**src/rtl/conv_coprocessor_param.sv**
```systemverilog
// 1-D convolution coprocessor: Z[i] = sum_j H[i-j]*Y[j] with loadable taps and a saturated output.
// Define CONV_COPROC_SIGNED_EN for two's-complement arithmetic; the default build is unsigned.
module conv_coprocessor_param #(
  parameter int unsigned DATA_W = 8,
  parameter int unsigned MAX_Y  = 32,
  parameter int unsigned MAX_H  = 8,
  parameter int unsigned ACC_W  = 20,
  parameter int unsigned OUT_W  = 16
) (
  input  logic                               clk,
  input  logic                               rstn,
  input  logic                               start,
  input  logic [$clog2(MAX_Y+1)-1:0]         sizeY,
  input  logic [$clog2(MAX_H+1)-1:0]         sizeH,
  input  logic                               h_wr_en,
  input  logic [$clog2(MAX_H)-1:0]           h_wr_addr,
  input  logic [DATA_W-1:0]                  h_wr_data,
  output logic [$clog2(MAX_Y)-1:0]           memY_addr,
  input  logic [DATA_W-1:0]                  dataY,
  output logic [OUT_W-1:0]                   dataZ,
  output logic [$clog2(MAX_Y+MAX_H-1)-1:0]   memZ_addr,
  output logic                               writeZ,
  output logic                               busy,
  output logic                               done,
  output logic                               err
);

  localparam int unsigned YSW = $clog2(MAX_Y + 1);
  localparam int unsigned HSW = $clog2(MAX_H + 1);
  localparam int unsigned HAW = $clog2(MAX_H);
  localparam int unsigned YAW = $clog2(MAX_Y);
  localparam int unsigned ZAW = $clog2(MAX_Y + MAX_H - 1);
  localparam int unsigned ZSW = ZAW + 1;

  typedef enum logic [2:0] {StIdle, StErr, StClear, StMac, StWrite, StDone} state_e;

  state_e            state_q, state_d;
  logic [ZAW-1:0]    i_q, i_d;
  logic [YAW-1:0]    j_q, j_d;
  logic [ACC_W-1:0]  acc_q, acc_d;
  logic [YSW-1:0]    size_y_q, size_y_d;
  logic [HSW-1:0]    size_h_q, size_h_d;
  logic [ZSW-1:0]    size_z_q, size_z_d;
  logic [DATA_W-1:0] tap_q [MAX_H];
  logic [DATA_W-1:0] tap_d [MAX_H];
  logic [YAW-1:0]    mem_y_addr_q, mem_y_addr_d;
  logic [OUT_W-1:0]  data_z_q, data_z_d;
  logic [ZAW-1:0]    mem_z_addr_q, mem_z_addr_d;
  logic              write_z_q, write_z_d;
  logic              busy_q, busy_d;
  logic              done_q, done_d;
  logic              err_q, err_d;

  logic [ZAW+1:0]    k;
  logic              tap_hit;
  logic [DATA_W-1:0] tap_sel;
  logic [ACC_W-1:0]  op_h, op_y, prod;
  logic              sizes_ok;

  function automatic logic [OUT_W-1:0] sat(input logic [ACC_W-1:0] a);
`ifdef CONV_COPROC_SIGNED_EN
    // In range only when every bit from the output sign upward matches.
    logic [ACC_W-OUT_W:0] top;
    top = a[ACC_W-1:OUT_W-1];
    if ((&top) || !(|top)) return a[OUT_W-1:0];
    else if (a[ACC_W-1])   return {1'b1, {(OUT_W-1){1'b0}}};
    else                   return {1'b0, {(OUT_W-1){1'b1}}};
`else
    if (|a[ACC_W-1:OUT_W]) return {OUT_W{1'b1}};
    else                   return a[OUT_W-1:0];
`endif
  endfunction

  always_comb begin
    // k = i - j as a two's-complement value; negative means the tap index is out of range.
    k       = (ZAW+2)'(i_q) - (ZAW+2)'(j_q);
    tap_hit = !k[ZAW+1] && (k < (ZAW+2)'(size_h_q));
    tap_sel = tap_q[k[HAW-1:0]];
`ifdef CONV_COPROC_SIGNED_EN
    op_h = {{(ACC_W-DATA_W){tap_sel[DATA_W-1]}}, tap_sel};
    op_y = {{(ACC_W-DATA_W){dataY[DATA_W-1]}}, dataY};
`else
    op_h = {{(ACC_W-DATA_W){1'b0}}, tap_sel};
    op_y = {{(ACC_W-DATA_W){1'b0}}, dataY};
`endif
    prod     = op_h * op_y;
    sizes_ok = (sizeY != '0) && (32'(sizeY) <= MAX_Y) && (sizeH != '0) && (32'(sizeH) <= MAX_H);
  end

  always_comb begin
    state_d      = state_q;
    i_d          = i_q;
    j_d          = j_q;
    acc_d        = acc_q;
    size_y_d     = size_y_q;
    size_h_d     = size_h_q;
    size_z_d     = size_z_q;
    tap_d        = tap_q;
    data_z_d     = data_z_q;
    mem_z_addr_d = mem_z_addr_q;

    unique case (state_q)
      StIdle: begin
        if (h_wr_en) tap_d[h_wr_addr] = h_wr_data;
        if (start) begin
          if (sizes_ok) begin
            size_y_d = sizeY;
            size_h_d = sizeH;
            size_z_d = ZSW'(sizeY) + ZSW'(sizeH) - ZSW'(1);
            i_d      = '0;
            state_d  = StClear;
          end else begin
            state_d = StErr;
          end
        end
      end
      StErr:   state_d = StIdle;
      StClear: begin
        acc_d   = '0;
        j_d     = '0;
        state_d = StMac;
      end
      StMac: begin
        if (tap_hit) acc_d = acc_q + prod;
        j_d = j_q + YAW'(1);
        if (YSW'(j_q) == size_y_q - YSW'(1)) begin
          state_d      = StWrite;
          mem_z_addr_d = i_q;
          data_z_d     = sat(acc_d);
        end
      end
      StWrite: begin
        if (ZSW'(i_q) == size_z_q - ZSW'(1)) begin
          state_d = StDone;
        end else begin
          i_d     = i_q + ZAW'(1);
          state_d = StClear;
        end
      end
      StDone:  state_d = StIdle;
      default: state_d = StIdle;
    endcase

    // Outputs are registered, so decode them from the next state.
    busy_d       = (state_d == StClear) || (state_d == StMac) || (state_d == StWrite);
    done_d       = (state_d == StDone) || (state_d == StErr);
    err_d        = (state_d == StErr);
    write_z_d    = (state_d == StWrite);
    mem_y_addr_d = (state_d == StMac) ? j_d : '0;
  end

  always_ff @(posedge clk or negedge rstn) begin
    if (!rstn) begin
      state_q      <= StIdle;
      i_q          <= '0;
      j_q          <= '0;
      acc_q        <= '0;
      size_y_q     <= '0;
      size_h_q     <= '0;
      size_z_q     <= '0;
      for (int n = 0; n < MAX_H; n++) tap_q[n] <= '0;
      mem_y_addr_q <= '0;
      data_z_q     <= '0;
      mem_z_addr_q <= '0;
      write_z_q    <= 1'b0;
      busy_q       <= 1'b0;
      done_q       <= 1'b0;
      err_q        <= 1'b0;
    end else begin
      state_q      <= state_d;
      i_q          <= i_d;
      j_q          <= j_d;
      acc_q        <= acc_d;
      size_y_q     <= size_y_d;
      size_h_q     <= size_h_d;
      size_z_q     <= size_z_d;
      for (int n = 0; n < MAX_H; n++) tap_q[n] <= tap_d[n];
      mem_y_addr_q <= mem_y_addr_d;
      data_z_q     <= data_z_d;
      mem_z_addr_q <= mem_z_addr_d;
      write_z_q    <= write_z_d;
      busy_q       <= busy_d;
      done_q       <= done_d;
      err_q        <= err_d;
    end
  end

  assign memY_addr = mem_y_addr_q;
  assign dataZ     = data_z_q;
  assign memZ_addr = mem_z_addr_q;
  assign writeZ    = write_z_q;
  assign busy      = busy_q;
  assign done      = done_q;
  assign err       = err_q;

endmodule

```
**config.mk**
```make
export PLATFORM = sky130hd
export DESIGN_NAME = conv_coprocessor_param
export DESIGN_NICKNAME = d
export VERILOG_FILES = /design/src/rtl/conv_coprocessor_param.sv
export SDC_FILE = /design/constraint.sdc
export NUM_CORES = 1
export LEC_CHECK = 0
export CAP_MARGIN = 10
export CORE_MARGIN = 3
export CORE_UTILIZATION = 30
export CTS_CLUSTER_DIAMETER = 150
export DETAILED_ROUTE_END_ITERATION = 16
export GPL_TIMING_DRIVEN = 0
export HOLD_SLACK_MARGIN = 0.1
export PLACE_DENSITY_LB_ADDON = 0.12
export SYNTH_ARGS = -nofsm -noshare
export SYNTH_HDL_FRONTEND = slang
export SYNTH_SLANG_ARGS = --single-unit
export TNS_END_PERCENT = 5
```
**constraint.sdc**
```tcl
create_clock -name clk -period 8.4 [get_ports clk]
set_input_delay 0.84 -clock clk [delete_from_list [all_inputs] [get_ports clk]]
set_output_delay 0.84 -clock clk [all_outputs]
set_load 0.005 [all_outputs]
```
==> metrics.yaml <==
dr.pass1.iters: 6
crit_start: "i_q[0]"
track_usage_pct: 14.2
cp-end-kind: "register"
power_per_cell_area_mw_per_mm2: 126
cts_buffer_depth: 2
hp-class: "input port to async pin"
power_frac_seq_pct: 47.2
cts_tree: "yes"
slew_violations: 0
drc: 0
finalClockSkew_ns: 0.0124
die-area_mm2: 0.0356
yosys_register_bits: 146
drt-wirelength-per-cell_um: 16.1
async_flop_share_pct: 100
fin_crit_ns: 7.87
syn_to_final_growth_pct: 18.1
status: "complete, no violations"
drt_iter0_markers: 305
fillCellCount: 3396
clock-root-buffer: "clkbuf_16"
synth_area_mm2: 0.0100
synth_compound_area_share_pct: 9.56
grt_pass1_vias: 7364
worstPathArrival_ns: 8.18
hpwlAfterDp_mm: 18.3
synth_top_family_by_area: "adder cells"
totalWireLength_mm: 24.2
numCtsBuffers: 17
total_power_w: 0.00149
muxShareOfSynthArea_pct: 13.7
p_clk_share_pct: 48.5
syn_inst: 963
synth_edf_count: 0
postRouteAntennaNets: 0
cts_sinks: 146
path_clk_slew_ns: 0.07
die-width_um: 189
crit_type: "register to register"
grt.overflow.total: 0
grt_pass1_wl_mm: 40.0
tightest_slew_ns: 1.06
internal_power_w: 0.00112
cap_violations: 0
worstPathRequired_ns: 8.71
clk_latency_ns: 0.43
core_area_mm2: 0.0327
routabilityCongestion: 0.759
syn_area_per_cell_um2: 10.4
synth_cell_types: 59
p_leak_nw: 5.57
synthAdderAreaFrac_pct: 18.4
synth_xor_area_share_pct: 3.15
initial_core_util_pct: 30.6
finalHoldViolCount: 0
ios: 64
syn_nets: 1112
period_share_pct: 93.7
vias_per_cell: 4.69
drive_gt1_share_pct: 14.5
switching_share_pct: 25.1
fmax_mhz: 127
antenna_found_initial: 0
grt_setup_unrepaired: "false"
utilization_pct: 36.1
htree_levels: 4
ys_seq_area_share_pct: 36.5
vias: 7028
postCtsHoldBufs: 0
synth-main-ff-cell: "dfrtp_1"
die_y_um: 189
peakVddDrop_mv: 0.128
switchingPower_w: 0.000374
ys_warn_count: 0
grt_max_degree: 104
path_max_fanout: 10
start_kind: "register"
fin_nets: 1192
num_antenna_cells: 0
synth_simple_gate_area_share_pct: 12.3
slew_headroom_pct: 29.1
comb_power_share_pct: 4.3
finalSetupViolCount: 0
numPortBuffers: 61
rows: 66
r2r-start: "i_q[0]"
==> cell usage after synthesis, types with 3 or more instances <==
cell / number / area share [%]
xor2_1: 13 / 1.1
and3_1: 11 / 0.69
nor2_1: 45 / 1.7
and2_1: 10 / 0.63
fa_1: 52 / 10
ha_1: 64 / 8.0
xnor2_1: 23 / 2.0
nand2b_1: 19 / 1.2
a21oi_2: 10 / 0.88
o21ai_0: 51 / 2.6
o22ai_1: 5 / 0.31
nor2b_1: 33 / 2.1
nor3_1: 13 / 0.65
buf_2: 3 / 0.15
nand3b_1: 3 / 0.23
mux2i_1: 16 / 1.6
o211ai_1: 3 / 0.23
o31ai_1: 4 / 0.30
or3_1: 3 / 0.19
nor3b_1: 3 / 0.23
a21o_1: 6 / 0.45
a22o_1: 10 / 0.88
a21oi_1: 38 / 1.9
a211oi_1: 3 / 0.23
a31oi_1: 4 / 0.25
nand3_1: 10 / 0.50
clkbuf_1: 22 / 0.83
mux4_2: 12 / 2.7
buf_6: 3 / 0.34
mux4_1: 4 / 1.1
mux2_2: 74 / 8.3
dfrtp_1: 146 / 37
inv_1: 133 / 5.0
nand2_1: 80 / 3.0
nand4_1: 5 / 0.31
==> timing repair <==
item	4_1_cts	5_1_grt
endpoints found under the setup margin	16	16
setup buffers	0	0
gates resized for setup	5	5
==> layout by cell type (no fill, tap or decap), types with 11 or more instances in the layout <==
master and n:
clkbuf_1 20, nor2_1 45, nand2_1 80, dfrtp_1 146
nor3_1 12, xnor2_1 23, ha_1 64, inv_1 133
clkbuf_16 17, fa_1 52, clkdlybuf4s50_1 60, mux2_2 74
a21oi_1 38, nor2b_1 33, mux2i_1 11, xor2_1 13
mux4_2 12, o21ai_0 51, and3_1 11, nand2b_1 19
==> per-stage QoR <==
step | setup TNS, ns | hold slack (ns) | instance area [um^2] | std cells | setup WS (ns)
CTS | 0 | 0.295 | 11800 | 1500 | 0.0380
floorplan | 0 | 0.450 | 10000 | 963 | 1.43
detailed placement | -6.20 | 0.480 | 11200 | 1468 | -0.463
global route | 0 | 0.301 | 11800 | 1498 | 0.00588
global placement | -15.03 | 0.477 | 11200 | 1466 | -0.470
finish | 0 | 0.300 | 11800 | 1498 | 0.526
==> kinds of logic after synthesis <==
| logic type | count (synthesis) |
|---|---|
| and+or+nand+nor | 244 |
| buffers and inverters | 163 |
| AOI/OAI and AO/OA | 152 |
| DFF | 146 |
| adders and majority gates | 116 |
| muxes | 106 |
| xor gates and xnor gates | 36 |
==> area by class of cell <==
| cell class | instances | area [um^2] | share of cell area (%) |
|---|---|---|---|
| clock inverter | 15 | 124 | 1.05 |
| sequential | 146 | 3650 | 30.9 |
| multi-input combinational | 654 | 5770 | 48.9 |
| timing repair buffer | 63 | 654 | 5.54 |
| clock buffer | 17 | 425 | 3.60 |
| buffer | 28 | 133 | 1.12 |
| tap | 442 | 553 | 4.68 |
| inverter | 133 | 499 | 4.22 |
==> routing by layer <==
layer / vias to the layer above / wire, um / track usage [%]
li1: 3397 / - / -
met1: 3534 / 11600 / 19.5
met2: 82 / 11700 / 23.4
met3: 15 / 581 / 2.62
met4: 0 / 240 / 3.27
met5: - / 0 / 0
==> sequential cells by signal (all words and copies together) (netlist names) <==
register,count
i_q,6
done,1
err,1
memZ_addr,6
acc_q,20
memY_addr,5
size_y_q,6
dataZ,16
state_q,3
tap_q,64
writeZ,1
busy,1
size_z_q,7
j_q,5
size_h_q,4
==> power by group through the flow <==
| stage | clock (W) | combinational, W | sequential [W] |
|---|---|---|---|
| floorplan | 0 | 0.0000209 | 0.000716 |
| global placement | 0 | 0.0000653 | 0.000717 |
| detailed placement | 0 | 0.0000667 | 0.000716 |
| CTS | 0.000741 | 0.0000670 | 0.000703 |
| global route | 0.000772 | 0.0000739 | 0.000702 |
| finish | 0.000722 | 0.0000645 | 0.000703 |
==> worst paths after layout <==
| path | to | cells past startpoint | slack [ns] |
|---|---|---|---|
| max | dataZ[13] | 24 | 0.53 |
| min | acc_q[2] | 1 | 0.30 |
| max reg2reg | dataZ[13] | 24 | 0.53 |
| min reg2reg | size_h_q[3] | 2 | 0.49 |
| max in group asynchronous | tap_q[52] | 2 | 7.22 |
| min in group clk | size_h_q[3] | 2 | 0.49 |
==> critical path, cell delays in order (launching register included) <==
cell and delay [ns]:
dfrtp_1 0.46, inv_1 0.11, ha_1 0.24, fa_1 0.78, clkbuf_2 0.40, mux4_2 0.39, mux2i_4 0.40, nand2b_1 0.20
fa_1 0.43, fa_1 0.54, inv_1 0.05, fa_1 0.53, inv_1 0.06, fa_1 0.54, inv_1 0.05, ha_1 0.34
o211ai_1 0.11, o21ai_1 0.29, o2111ai_1 0.27, or3_1 0.41, a21oi_1 0.17, xor2_1 0.13, nor4_4 0.50, buf_6 0.25
a21oi_2 0.07
No activity file was read; power rests on OpenSTA's default activity.
